--- config.mk ---
export PLATFORM = sky130hd
export DESIGN_NAME = adder_tree_arbiter
export DESIGN_NICKNAME = d
export VERILOG_FILES = /design/src/rtl/adder_tree_arbiter.sv
export SDC_FILE = /design/constraint.sdc
export NUM_CORES = 1
export LEC_CHECK = 0
export BUFFER_PORTS_ARGS = -buffer_cell sky130_fd_sc_hd__buf_4
export CAP_MARGIN = 40
export CORE_AREA = 10 10 165 167
export CTS_BUF_LIST = sky130_fd_sc_hd__clkbuf_4 sky130_fd_sc_hd__clkbuf_8
export DETAILED_ROUTE_END_ITERATION = 8
export DIE_AREA = 0 0 175 177
export GPL_TIMING_DRIVEN = 0
export HOLD_SLACK_MARGIN = 0.05
export SETUP_SLACK_MARGIN = 0.02
export SLEW_MARGIN = 20
export SYNTH_ARGS = -nofsm -noshare
export SYNTH_HDL_FRONTEND = slang
export SYNTH_SLANG_ARGS = --single-unit
--- constraint.sdc ---
create_clock -name i_clk -period 2.6 [get_ports i_clk]
set_clock_uncertainty 0.15 [all_clocks]
set_input_delay 0.52 -clock i_clk [delete_from_list [all_inputs] [get_ports i_clk]]
set_output_delay 0.52 -clock i_clk [all_outputs]
set_load 0.05 [all_outputs]
--- src/rtl/adder_tree_arbiter.sv ---
// adder_tree_arbiter
//
// Lets NUM_REQ requesters share one pipelined adder tree. One packet is granted
// at a time and is never interleaved with another. Each beat sent to the tree is
// tagged with the owner's ID in the MSBs of the ctl field. The tree returns the
// tag unchanged, and that tag routes each reduced sum back to its owner with no
// buffering on the return path.
//
// Build option:
//   ADDER_TREE_ARB_FIXED_PRIO_EN  defined   -> fixed priority (lowest index wins, no ptr)
//                                 undefined -> round-robin (default)
//
// Ports:
//   i_clk, i_rst        clock, synchronous active-high reset
//   i_req_*             per-requester term vectors, user ctl and stream flags
//   o_req_rdy           per-requester ready (only the granted bit can be high)
//   o_tree_*            beat to the tree, ctl = {id, user ctl}
//   i_tree_rdy          tree input ready
//   i_tree_*            tree result: sum, tagged ctl and flags
//   o_tree_rdy          result ready back to the tree (from the owner's rsp ready)
//   o_rsp_s/ctl/sop/eop shared result bus, tag stripped from ctl
//   o_rsp_val           one-hot result valid, indexed by the returned tag
//   i_rsp_rdy           per-requester result ready
//
// state | meaning
// ------+---------------------------------------------------------------
// IDLE  | no grant; choose the next requester from the pending valids
// BUSY  | requester gnt owns the tree until its eop beat handshakes
module adder_tree_arbiter #(
  parameter int NUM_REQ      = 4,
  parameter int NUM_ELEMENTS = 4,
  parameter int BIT_LEN      = 16,
  parameter int CTL_BITS     = 8,
  parameter int ID_BITS      = $clog2(NUM_REQ)
) (
  input  logic                                           i_clk,
  input  logic                                           i_rst,
  input  logic [NUM_REQ-1:0][NUM_ELEMENTS-1:0][BIT_LEN-1:0] i_req_terms,
  input  logic [NUM_REQ-1:0][CTL_BITS-1:0]               i_req_ctl,
  input  logic [NUM_REQ-1:0]                             i_req_val,
  input  logic [NUM_REQ-1:0]                             i_req_sop,
  input  logic [NUM_REQ-1:0]                             i_req_eop,
  output logic [NUM_REQ-1:0]                             o_req_rdy,
  output logic [NUM_ELEMENTS-1:0][BIT_LEN-1:0]           o_tree_terms,
  output logic [CTL_BITS+ID_BITS-1:0]                    o_tree_ctl,
  output logic                                           o_tree_val,
  output logic                                           o_tree_sop,
  output logic                                           o_tree_eop,
  input  logic                                           i_tree_rdy,
  input  logic [BIT_LEN-1:0]                             i_tree_s,
  input  logic [CTL_BITS+ID_BITS-1:0]                    i_tree_ctl,
  input  logic                                           i_tree_val,
  input  logic                                           i_tree_sop,
  input  logic                                           i_tree_eop,
  output logic                                           o_tree_rdy,
  output logic [BIT_LEN-1:0]                             o_rsp_s,
  output logic [CTL_BITS-1:0]                            o_rsp_ctl,
  output logic                                           o_rsp_sop,
  output logic                                           o_rsp_eop,
  output logic [NUM_REQ-1:0]                             o_rsp_val,
  input  logic [NUM_REQ-1:0]                             i_rsp_rdy
);

  typedef enum logic {
    IDLE = 1'b0,
    BUSY = 1'b1
  } state_t;

  state_t               state_q;
  logic [ID_BITS-1:0]   gnt_q;
  logic [ID_BITS-1:0]   search_base;
  logic [ID_BITS-1:0]   pick;
  logic [ID_BITS-1:0]   cand;
  logic                 beat_hs;
  logic                 last_hs;
  logic [ID_BITS-1:0]   rsp_id;

`ifdef ADDER_TREE_ARB_FIXED_PRIO_EN
  assign search_base = '0;
`else
  logic [ID_BITS-1:0]   ptr_q;
  logic [ID_BITS-1:0]   gnt_inc;

  // Explicit wrap so non-power-of-2 NUM_REQ never points past the last requester.
  assign gnt_inc     = (gnt_q == ID_BITS'(NUM_REQ - 1)) ? '0 : gnt_q + 1'b1;
  assign search_base = ptr_q;
`endif

  // Walk from the highest offset down so the candidate nearest search_base
  // is the last one written and wins.
  always_comb begin
    pick = '0;
    cand = '0;
    for (int i = NUM_REQ - 1; i >= 0; i--) begin
      cand = ID_BITS'((int'(search_base) + i) % NUM_REQ);
      if (i_req_val[cand]) pick = cand;
    end
  end

  // Forward path: a pure mux from the granted requester while BUSY.
  always_comb begin
    o_tree_terms = '0;
    o_tree_ctl   = '0;
    o_tree_val   = 1'b0;
    o_tree_sop   = 1'b0;
    o_tree_eop   = 1'b0;
    o_req_rdy    = '0;
    if (state_q == BUSY) begin
      o_tree_terms     = i_req_terms[gnt_q];
      o_tree_ctl       = {gnt_q, i_req_ctl[gnt_q]};
      o_tree_val       = i_req_val[gnt_q];
      o_tree_sop       = i_req_sop[gnt_q];
      o_tree_eop       = i_req_eop[gnt_q];
      o_req_rdy[gnt_q] = i_tree_rdy;
    end
  end

  assign beat_hs = o_tree_val & i_tree_rdy;
  assign last_hs = beat_hs & o_tree_eop;

  always_ff @(posedge i_clk) begin
    if (i_rst) begin
      state_q <= IDLE;
      gnt_q   <= '0;
`ifndef ADDER_TREE_ARB_FIXED_PRIO_EN
      ptr_q   <= '0;
`endif
    end else begin
      case (state_q)
        IDLE: begin
          if (|i_req_val) begin
            gnt_q   <= pick;
            state_q <= BUSY;
          end
        end
        BUSY: begin
          if (last_hs) begin
            state_q <= IDLE;
`ifndef ADDER_TREE_ARB_FIXED_PRIO_EN
            ptr_q   <= gnt_inc;
`endif
          end
        end
        default: state_q <= IDLE;
      endcase
    end
  end

  // Return path: the tag in the ctl MSBs selects the owner. A tag outside the
  // requester range has no owner, so the beat is accepted and dropped.
  assign rsp_id    = i_tree_ctl[CTL_BITS +: ID_BITS];
  assign o_rsp_s   = i_tree_s;
  assign o_rsp_ctl = i_tree_ctl[CTL_BITS-1:0];
  assign o_rsp_sop = i_tree_sop;
  assign o_rsp_eop = i_tree_eop;

  always_comb begin
    o_rsp_val  = '0;
    o_tree_rdy = 1'b1;
    if (int'(rsp_id) < NUM_REQ) begin
      o_rsp_val[rsp_id] = i_tree_val;
      o_tree_rdy        = i_rsp_rdy[rsp_id];
    end
  end

endmodule

### After elaboration in Yosys (flattened, before gate mapping)

Index checks and enable logic that the tools add are counted.

| word-level totals | value |
|---|---|
| output and inout port bits | 112 |
| register bits after elaboration | 5 |
| bits of input ports | 336 |
| logic and storage cells | 64 |

| operators by class | value |
|---|---|
| order comparisons | 8 |
| muxes and demuxes | 38 |
| add/sub/neg operators | 4 |
| reduce and logical (&&, ||, !) cells | 5 |
| eq/ne operators | 1 |
| bitwise operators | 5 |

Operators with widths:

| cell | number |
|---|---|
| binary-select mux 64 bit (select 2 bit) | 1 |
| 2-to-1 mux 64 bit | 2 |
| < comparator 2 x 3 -> 1 bit (second input constant) | 6 |
| binary-select mux 1 bit (select 2 bit) | 8 |
| binary-select mux 8 bit (select 2 bit) | 1 |
| 2-to-1 mux 1 bit | 15 |
| 2-to-1 mux 10 bit | 1 |
| 2-to-1 mux 2 bit | 5 |
| AND 4 bit | 2 |
| 2-to-1 mux 8 bit | 1 |
| adder 2 x 1 -> 2 bit (second input constant) | 2 |
| adder 2 bit (second input constant) | 2 |
| demux 1 bit (select 2 bit) | 2 |
| greater-or-equal comparator 2 x 1 -> 1 bit (second input constant) | 2 |
| 2-to-1 mux 4 bit | 1 |
| AND reduction 2 bit | 2 |
| OR reduction 4 bit | 1 |
| AND 1 bit | 2 |
| equality test 2 bit (second input constant) | 1 |
| logical AND 1 bit | 2 |
| case mux 1 bit (2 select lines) | 1 |
| NOT 1 bit | 1 |

### Longest topological paths before layout

Gate-level depths: netlist (run 1).

| logic depth | value |
|---|---|
| depth after elaboration | 7 |
| depth in mapped cells | 7 |
| gate-level depth less buffers | 4 |

### Worst setup path after synthesis (run 1)

OpenSTA, ideal clock, no wires.

| timing | value |
|---|---|
| path kind | input to output |
| start | input port i_tree_ctl[8] |
| end | output port o_rsp_val[0] |
| data required time | 1.930 ns |
| path slack | 0.252 ns |
| arrival time | 1.678 ns |
| stages | 1 |
| buffers on the path | 0 |
| path through | nor3b_1 |

| between the ends | value |
|---|---|
| cells in the longest elaborated chain, start to end | 5 |
| elaborated cells on any way between the ends | 6 |

RTL lines:

| element | RTL line | RTL |
|---|---|---|
| start, declared | 51 | `input logic [CTL_BITS+ID_BITS-1:0] i_tree_ctl,` |
| < comparator 2 x 3 -> 1 bit (implied by the code) or greater-or-equal comparator 2 x 1 -> 1 bit (tied branches) | 161 | `o_rsp_val[rsp_id] = i_tree_val;` |
| logical AND 1 bit (implied by the code) | 161 |  |
| 2-to-1 mux 1 bit (implied by the code) | 161 |  |
| demux 1 bit (select 2 bit) * | 161 |  |
| AND 4 bit (no source line) * | - |  |
| end, declared | 60 | `output logic [NUM_REQ-1:0] o_rsp_val,` |

Mark *: on every way between the ends. The rest lies on a longest branch, timed or not.

### Final worst setup path (run 1)

| timing | value |
|---|---|
| start | register gnt_q[0] |
| end | output port o_tree_eop |

| between the ends | value |
|---|---|
| cells in the longest elaborated chain, start to end | 3 |

RTL lines:

| element | RTL line | RTL |
|---|---|---|
| start, declared | 70 | `logic [ID_BITS-1:0] gnt_q;` |
| start signal, assigned | 132 | `gnt_q <= pick;` |
| binary-select mux 1 bit (select 2 bit) | 113 | `o_tree_eop = i_req_eop[gnt_q];` |
| 2-to-1 mux 1 bit (implied by the code) | 113 |  |
| 2-to-1 mux 1 bit | 108 | `if (state_q == BUSY) begin` |
| end, declared | 48 | `output logic o_tree_eop,` |

Every way passes these cells. The select of a mux whose other input is x is not followed.

==> results of run 1 <==
[final timing paths]
path	endpoint	from	cells after the start
min reg2reg	ptr_q[0]$_SDFFE_PP0P_	ptr_q[0]$_SDFFE_PP0P_	2
max	o_tree_eop	gnt_q[0]$_SDFFE_PP0P_	6
min	ptr_q[0]$_SDFFE_PP0P_	i_rst	2
max reg2reg	ptr_q[0]$_SDFFE_PP0P_	gnt_q[0]$_SDFFE_PP0P_	7
[routing by layer]
layer	routed length, um	share of wire (%)
met1	7990	36
met3	2590	12
met4	110	0.50
met5	11	0.050
met2	11300	51
[synthesized netlist by cell type]
cell type   n
o221ai_1    1
inv_1       4
nand2b_1    1
and3b_1     1
mux2i_1     2
dfxtp_1     5
or2_1       1
clkbuf_1   13
o21a_1      1
or4_1       1
nor3b_1     1
nor3_1      1
and3_1      5
buf_6       4
nor2_1      6
and2_1     77
nand4_2     1
ha_1        4
buf_4      28
mux4_2     76
nor4_1      1
nand2_1     5
a21oi_1     6
or3_1       1
buf_2       8
[power by group through the flow]
stage	Combinational, mW	Sequential, mW	Clock, mW
after floorplan	0.933	0.0860	0
after global placement	1.63	0.0875	0
after detailed placement	1.65	0.0874	0
after CTS	1.71	0.0866	0.159
after global routing	1.83	0.0874	0.168
final	1.73	0.0868	0.154
[what timing repair did]
action / 4_1_cts / 5_1_grt
resized for setup: 42 / 28
setup buffers: 7 / 0
endpoints found under the setup margin: 78 / 45
cloned: 1 / 3
[cell type report]
cell class | count | area (sq um)
inverters | 4 | 15.0
plain buffers | 53 | 498
flip-flops and latches | 5 | 101
multi-input cells | 192 | 2450
well taps | 324 | 405
repair buffers | 433 | 3430
clock buffers | 4 | 48.8
fillers | 2562 | 17000
[state kept, by name (all words and copies together), names as in the netlist]
register,flops
gnt_q,2
ptr_q,2
state_q,1
[cells by family after synthesis]
family | Yosys count
AOI/OAI and AO/OA | 8
adders and majority gates | 4
buffers and inverters | 57
DFF | 5
muxes | 78
and+or+nand+nor | 102
[through the flow]
| stage | cells | util (%) | area [sq um] |
|---|---|---|---|
| after floorplan | 254 | - | 2910 |
| after global placement | 999 | 27.0 | 6470 |
| after detailed placement | 1000 | 27.1 | 6480 |
| after CTS | 1012 | 28.2 | 6770 |
| after global routing | 1015 | 29.0 | 6950 |
| final | 1015 | 29.0 | 6950 |
==> results.sh, run 1 <==
export IMPL_htree_num_levels=1
export IMPL_crit_top_cell="buf_4"
export IMPL_met3_usage_pct=5.12
export IMPL_drv_slew=0
export IMPL_grt_overflow=0
export IMPL_mostFrequentLayoutCell="buf_4"
export IMPL_syn_inst=254
export IMPL_pwr_share_clk_pct=7.8
export IMPL_grt_max_degree=11
export IMPL_hold_viol_final=0
export IMPL_crit_arrival_ps=1860
export IMPL_wl_per_cell_um=21.7
export IMPL_clk_latency_ps=220
export IMPL_synth_seq_cells=5
export IMPL_hold_path_class="primary input to flop"
export IMPL_worstSetupStartpointType="flop"
export IMPL_ys_warnings_count=0
export IMPL_slowest_stage="mux4_2"
export IMPL_maxSlewHeadroom_pct=70.9
export IMPL_core_sq_mm=0.0240
export IMPL_dieHeight_um=177
export IMPL_layout_setup_ws_ps=72.9
export IMPL_fin_crit_ps=2530
export IMPL_pwr_share_seq_pct=4.4
export IMPL_drc=0
export IMPL_clock_fmax_ghz=0.396
export IMPL_die_w_um=175
export IMPL_outcome="finished, final reports clean"
export IMPL_clk_pin_slew_ps=40
export IMPL_ir_drop_uv=112
export IMPL_rrSetupSlack_ps=640
export IMPL_synth_compound_area_share_pct=1.59
export IMPL_grt_met1_usage_pct=13.8
export IMPL_syn_area_sq_mm=0.00291
export IMPL_setup_viol=0
export IMPL_seq_area_frac_synth_pct=3.44
export IMPL_synth_top_area_cell="mux4_2"
export IMPL_synthAdderAreaFrac_pct=1.72
export IMPL_finalCritPeriodShare_pct=97.2
export IMPL_synthMuxAreaShare_pct=59.6
export IMPL_worstPathRequired_ps=1930
export IMPL_post_place_ws_ps=-256
export IMPL_power_switching_mw=0.924
export IMPL_critical_path_class="flop to output port"
export IMPL_cellInternalPower_mw=1.05
export IMPL_synth_area_per_cell_sq_um=11.4
export IMPL_drv_cap=0
export IMPL_synth_top_family_by_area="multiplexers"
export IMPL_dp_hpwl_um=19800
export IMPL_area_delta_synth_final_pct=139
export IMPL_io_buffers=421
export IMPL_drt_pass1_iterations=4
export IMPL_cp_top_family="buffers and inverters"
export IMPL_cts_buffers=3
export IMPL_yosys_top_cells_area="mux4_2 59%, and2_1 17%, buf_4 7.2%"
export IMPL_setup_tns_ps=0
export IMPL_mostFrequentLayoutCells="431 x buf_4, 77 x and2_1, 76 x mux4_2"
export IMPL_grt_pass1_vias=4727
export IMPL_leakage_nw=3.26
export IMPL_grt_antenna_before_repair=1
export IMPL_swShare_pct=46.8
export IMPL_p_comb_share_pct=87.8
export IMPL_io_pin_count=448
export IMPL_tritoncts="built"
export IMPL_via_per_inst=4.05
export IMPL_clockRootBuffer="clkbuf_8"
export IMPL_layout_nets=1032
export IMPL_gp_congestion=0.860
export IMPL_worstPathMaxFanout=4
export IMPL_hold_slack_ps=346
export IMPL_cpPeakStageDelay_ps=540
export IMPL_grt_first_pass_wirelength_um=30300
export IMPL_worst_pin_slew_ps=436
export IMPL_yosys_area_share_xor_xnor_pct=0
export IMPL_gr_usage_all_layers_pct=12.7
export IMPL_p_per_area_mw_per_mm2=284
export IMPL_clock_sinks=5
export IMPL_ant_nets=0
export IMPL_vias=4109
export IMPL_yosys_area_share_simple_pct=21.3
export IMPL_cp_end_kind="output port"
export IMPL_worst_path_buf_inv=4
export IMPL_synthesis_nets=594
export IMPL_rows=57
export IMPL_dieArea_sq_mm=0.0310
export IMPL_drive_above_1_share_pct=81.5
export IMPL_cts_hold_buffers=0
export IMPL_yosysTopAreaCellShare_pct=58.9
export IMPL_grt_use_met2_pct=23.4
export IMPL_total_power_mw=1.97
export IMPL_crit_chain="buf_8, buf_4, buf_4, mux4_2, and2_1, buf_4"
export IMPL_start_util_pct=12.1
export IMPL_clk_path_buf_depth=2
export IMPL_routed_wl_um=22000
export IMPL_drt_iter0_drc=91
export IMPL_top_usage_layer="met2"
export IMPL_rsz0062_at_grt="false"
export IMPL_diodes=0
export IMPL_ys_types=25
(Power assumes the default switching activity.)
==> inputs of run 2 (changes only) <==
--- a/config.mk
+++ b/config.mk
@@ -5,10 +5,12 @@
 export SDC_FILE = /design/constraint.sdc
 export NUM_CORES = 1
 export LEC_CHECK = 0
+export ABC_AREA = 1
 export BUFFER_PORTS_ARGS = -buffer_cell sky130_fd_sc_hd__buf_4
 export CAP_MARGIN = 40
 export CORE_AREA = 10 10 165 167
 export CTS_BUF_LIST = sky130_fd_sc_hd__clkbuf_4 sky130_fd_sc_hd__clkbuf_8
+export CTS_CLUSTER_SIZE = 16
 export DETAILED_ROUTE_END_ITERATION = 8
 export DIE_AREA = 0 0 175 177
 export GPL_TIMING_DRIVEN = 0
==> results.sh, run 2 <==
export IMPL_setup_tns_ps=0
export IMPL_clock_fmax_ghz=0.401
export IMPL_routed_wl_um=26800
export IMPL_via_per_inst=4.29
export IMPL_worstPathMaxFanout=10
export IMPL_cts_hold_buffers=0
export IMPL_async_reset_ff_share_pct=0
export IMPL_syn_inst=702
export IMPL_synth_ff_type="dfxtp_1"
export IMPL_critical_path_class="flop to output port"
export IMPL_largest_registers="gnt_q: 2 flops, ptr_q: 2 flops, state_q: 1 flops"
export IMPL_crit_arrival_ps=1830
export IMPL_setup_viol=0
export IMPL_cellInternalPower_mw=1.05
export IMPL_worst_pin_slew_ps=542
export IMPL_synth_area_per_cell_sq_um=4.64
export IMPL_start_util_pct=13.6
export IMPL_pwr_share_seq_pct=3.8
export IMPL_p_per_area_mw_per_mm2=346
export IMPL_hold_path_class="primary input to flop"
export IMPL_io_buffers=421
export IMPL_synth_commonest_cells="300 x nor2_1, 119 x o21ai_0, 83 x a21oi_1"
export IMPL_dieHeight_um=177
export IMPL_diodes=0
export IMPL_drt_iter0_drc=286
export IMPL_leakage_nw=3.67
export IMPL_htree_num_levels=1
export IMPL_mostFrequentLayoutCells="453 x buf_4, 296 x nor2_1, 116 x o21ai_0"
export IMPL_yosysTopAreaCellShare_pct=34.5
export IMPL_ys_types=22
export IMPL_final_core_util_pct=29.6
export IMPL_grt_first_pass_wirelength_um=38100
export IMPL_power_switching_mw=1.41
export IMPL_clk_pin_slew_ps=30
export IMPL_grt_pass1_vias=6513
export IMPL_outcome="finished, final reports clean"
export IMPL_fin_crit_ps=2500
export IMPL_io_pin_count=448
export IMPL_core_sq_mm=0.0240
export IMPL_dp_hpwl_um=22900
export IMPL_synth_edf_count=0
export IMPL_synth_seq_cells=5
export IMPL_vias=6245
export IMPL_seq_area_frac_synth_pct=3.07
export IMPL_area_delta_synth_final_pct=118
export IMPL_dieArea_sq_mm=0.0310
export IMPL_clockRootBuffer="clkbuf_8"
export IMPL_gr_usage_all_layers_pct=15.5
export IMPL_cp_end_kind="output port"
export IMPL_swShare_pct=57.3
export IMPL_ys_warnings_count=0
export IMPL_pwr_share_clk_pct=6.4
export IMPL_yosysMostFrequentCell="nor2_1"
export IMPL_yosys_top_cells_area="nor2_1 35%, o21ai_0 18%, a21oi_1 13%"
export IMPL_drt_pass1_iterations=4
export IMPL_total_power_mw=2.45
export IMPL_wl_per_cell_um=18.4
export IMPL_drv_slew=0
export IMPL_clk_path_buf_depth=2
export IMPL_grt_max_degree=12
export IMPL_maxSlewHeadroom_pct=63.9
export IMPL_worstPathRequired_ps=1930
export IMPL_rows=57
export IMPL_grt_overflow=0
export IMPL_synth_top_area_cell="nor2_1"
export IMPL_mostFrequentLayoutCell="buf_4"
export IMPL_hold_viol_final=0
export IMPL_layout_nets=1473
export IMPL_drv_cap=0
export IMPL_drc=0
export IMPL_syn_area_sq_mm=0.00326
export IMPL_clk_latency_ps=220
export IMPL_drive_above_1_share_pct=46.3
export IMPL_p_comb_share_pct=89.8
export IMPL_grt_antenna_before_repair=0
export IMPL_ir_drop_uv=163
export IMPL_worstSetupStartpointType="flop"
export IMPL_die_w_um=175
export IMPL_cts_buffers=3
export IMPL_rrSetupSlack_ps=700
export IMPL_fillers=2777
export IMPL_finalCritPeriodShare_pct=96.0
export IMPL_rsz0062_at_grt="true"
export IMPL_tritoncts="built"
export IMPL_clock_sinks=5
export IMPL_synthesis_nets=1042
export IMPL_gp_congestion=0.863
export IMPL_ant_nets=0
## run 2: cell types whose count changed after synthesis, moves of 9 or more
cell      delta
nand3_1     +15
nand2_1     +20
a21oi_1     +77
buf_2       +10
buf_1        +9
inv_1       +17
and2_1      -77
o21ai_0    +119
o21ai_1     +33
nor2_1     +294
mux4_2      -76
clkbuf_1    +11
## run 2: path summary, 6_finish.rpt
kind,depth (start not counted),from,end
setup / recovery,7,gnt_q[1]$_SDFFE_PP0P_,o_tree_terms[39]
hold / removal,2,i_rst,gnt_q[1]$_SDFFE_PP0P_
setup reg to reg,10,gnt_q[0]$_SDFFE_PP0P_,ptr_q[0]$_SDFFE_PP0P_
hold reg to reg,2,state_q$_SDFF_PP0_,state_q$_SDFF_PP0_
## run 2: what timing repair did
action                     4_1_cts  5_1_grt
setup endpoints to repair       77       71
resized for setup               45       39
buffers inserted                 1        3
pin swaps                        0        5
## run 2: routing by layer
metal / global-route usage, % / up-vias / routed length, um
li1: - / 3136 / -
met1: 17.9 / 2761 / 11000
met2: 27.7 / 321 / 13200
met3: 4.18 / 27 / 2070
met4: 4.06 / 0 / 567
met5: 0 / - / 0
## run 2: metrics by stage
stage / std cells / hold WS [ps] / worst slack [ps] / area (sq um)
after floorplan: 702 / 334 / 95.8 / 3260
after global placement: 1447 / 382 / -270 / 6830
after detailed placement: 1448 / 386 / -248 / 6840
after CTS: 1453 / 318 / -15.4 / 6990
after global routing: 1456 / 322 / 18.6 / 7100
final: 1456 / 323 / 105 / 7100
## run 2: power groups by stage
stage,sequential [mW],combinational (mW),clock (mW)
after floorplan,0.0905,1.24,0
after global placement,0.0940,2.13,0
after detailed placement,0.0944,2.14,0
after CTS,0.0931,2.18,0.160
after global routing,0.0959,2.37,0.164
final,0.0938,2.20,0.156
## run 2: critical path, cell delays in order (launching register included)
cell	delay, ps
dfxtp_4	390
inv_2	80
buf_4	210
buf_2	220
nor2_1	190
o21ai_1	110
a21oi_2	190
buf_6	180
## run 2: layout make-up
| class | instances | area (sq um) | share of cell area (%) |
|---|---|---|---|
| Buffer | 84 | 614 | 8.66 |
| Clock buffer | 4 | 48.8 | 0.688 |
| Inverter | 24 | 95.1 | 1.34 |
| Multi-Input combinational cell | 589 | 2610 | 36.7 |
| Sequential cell | 5 | 106 | 1.50 |
| Tap cell | 324 | 405 | 5.71 |
| Timing Repair Buffer | 426 | 3220 | 45.4 |
## run 2: cell families (layout without fill, tap and decap cells)
| group | Yosys count | in the layout | share of synthesized area, % |
|---|---|---|---|
| buf+inv | 108 | 538 | 17.5 |
| compound gates | 236 | 236 | 36.6 |
| simple gates | 349 | 349 | 41.3 |
| fa+ha+maj | 4 | 4 | 1.53 |
| flops | 5 | 5 | 3.07 |
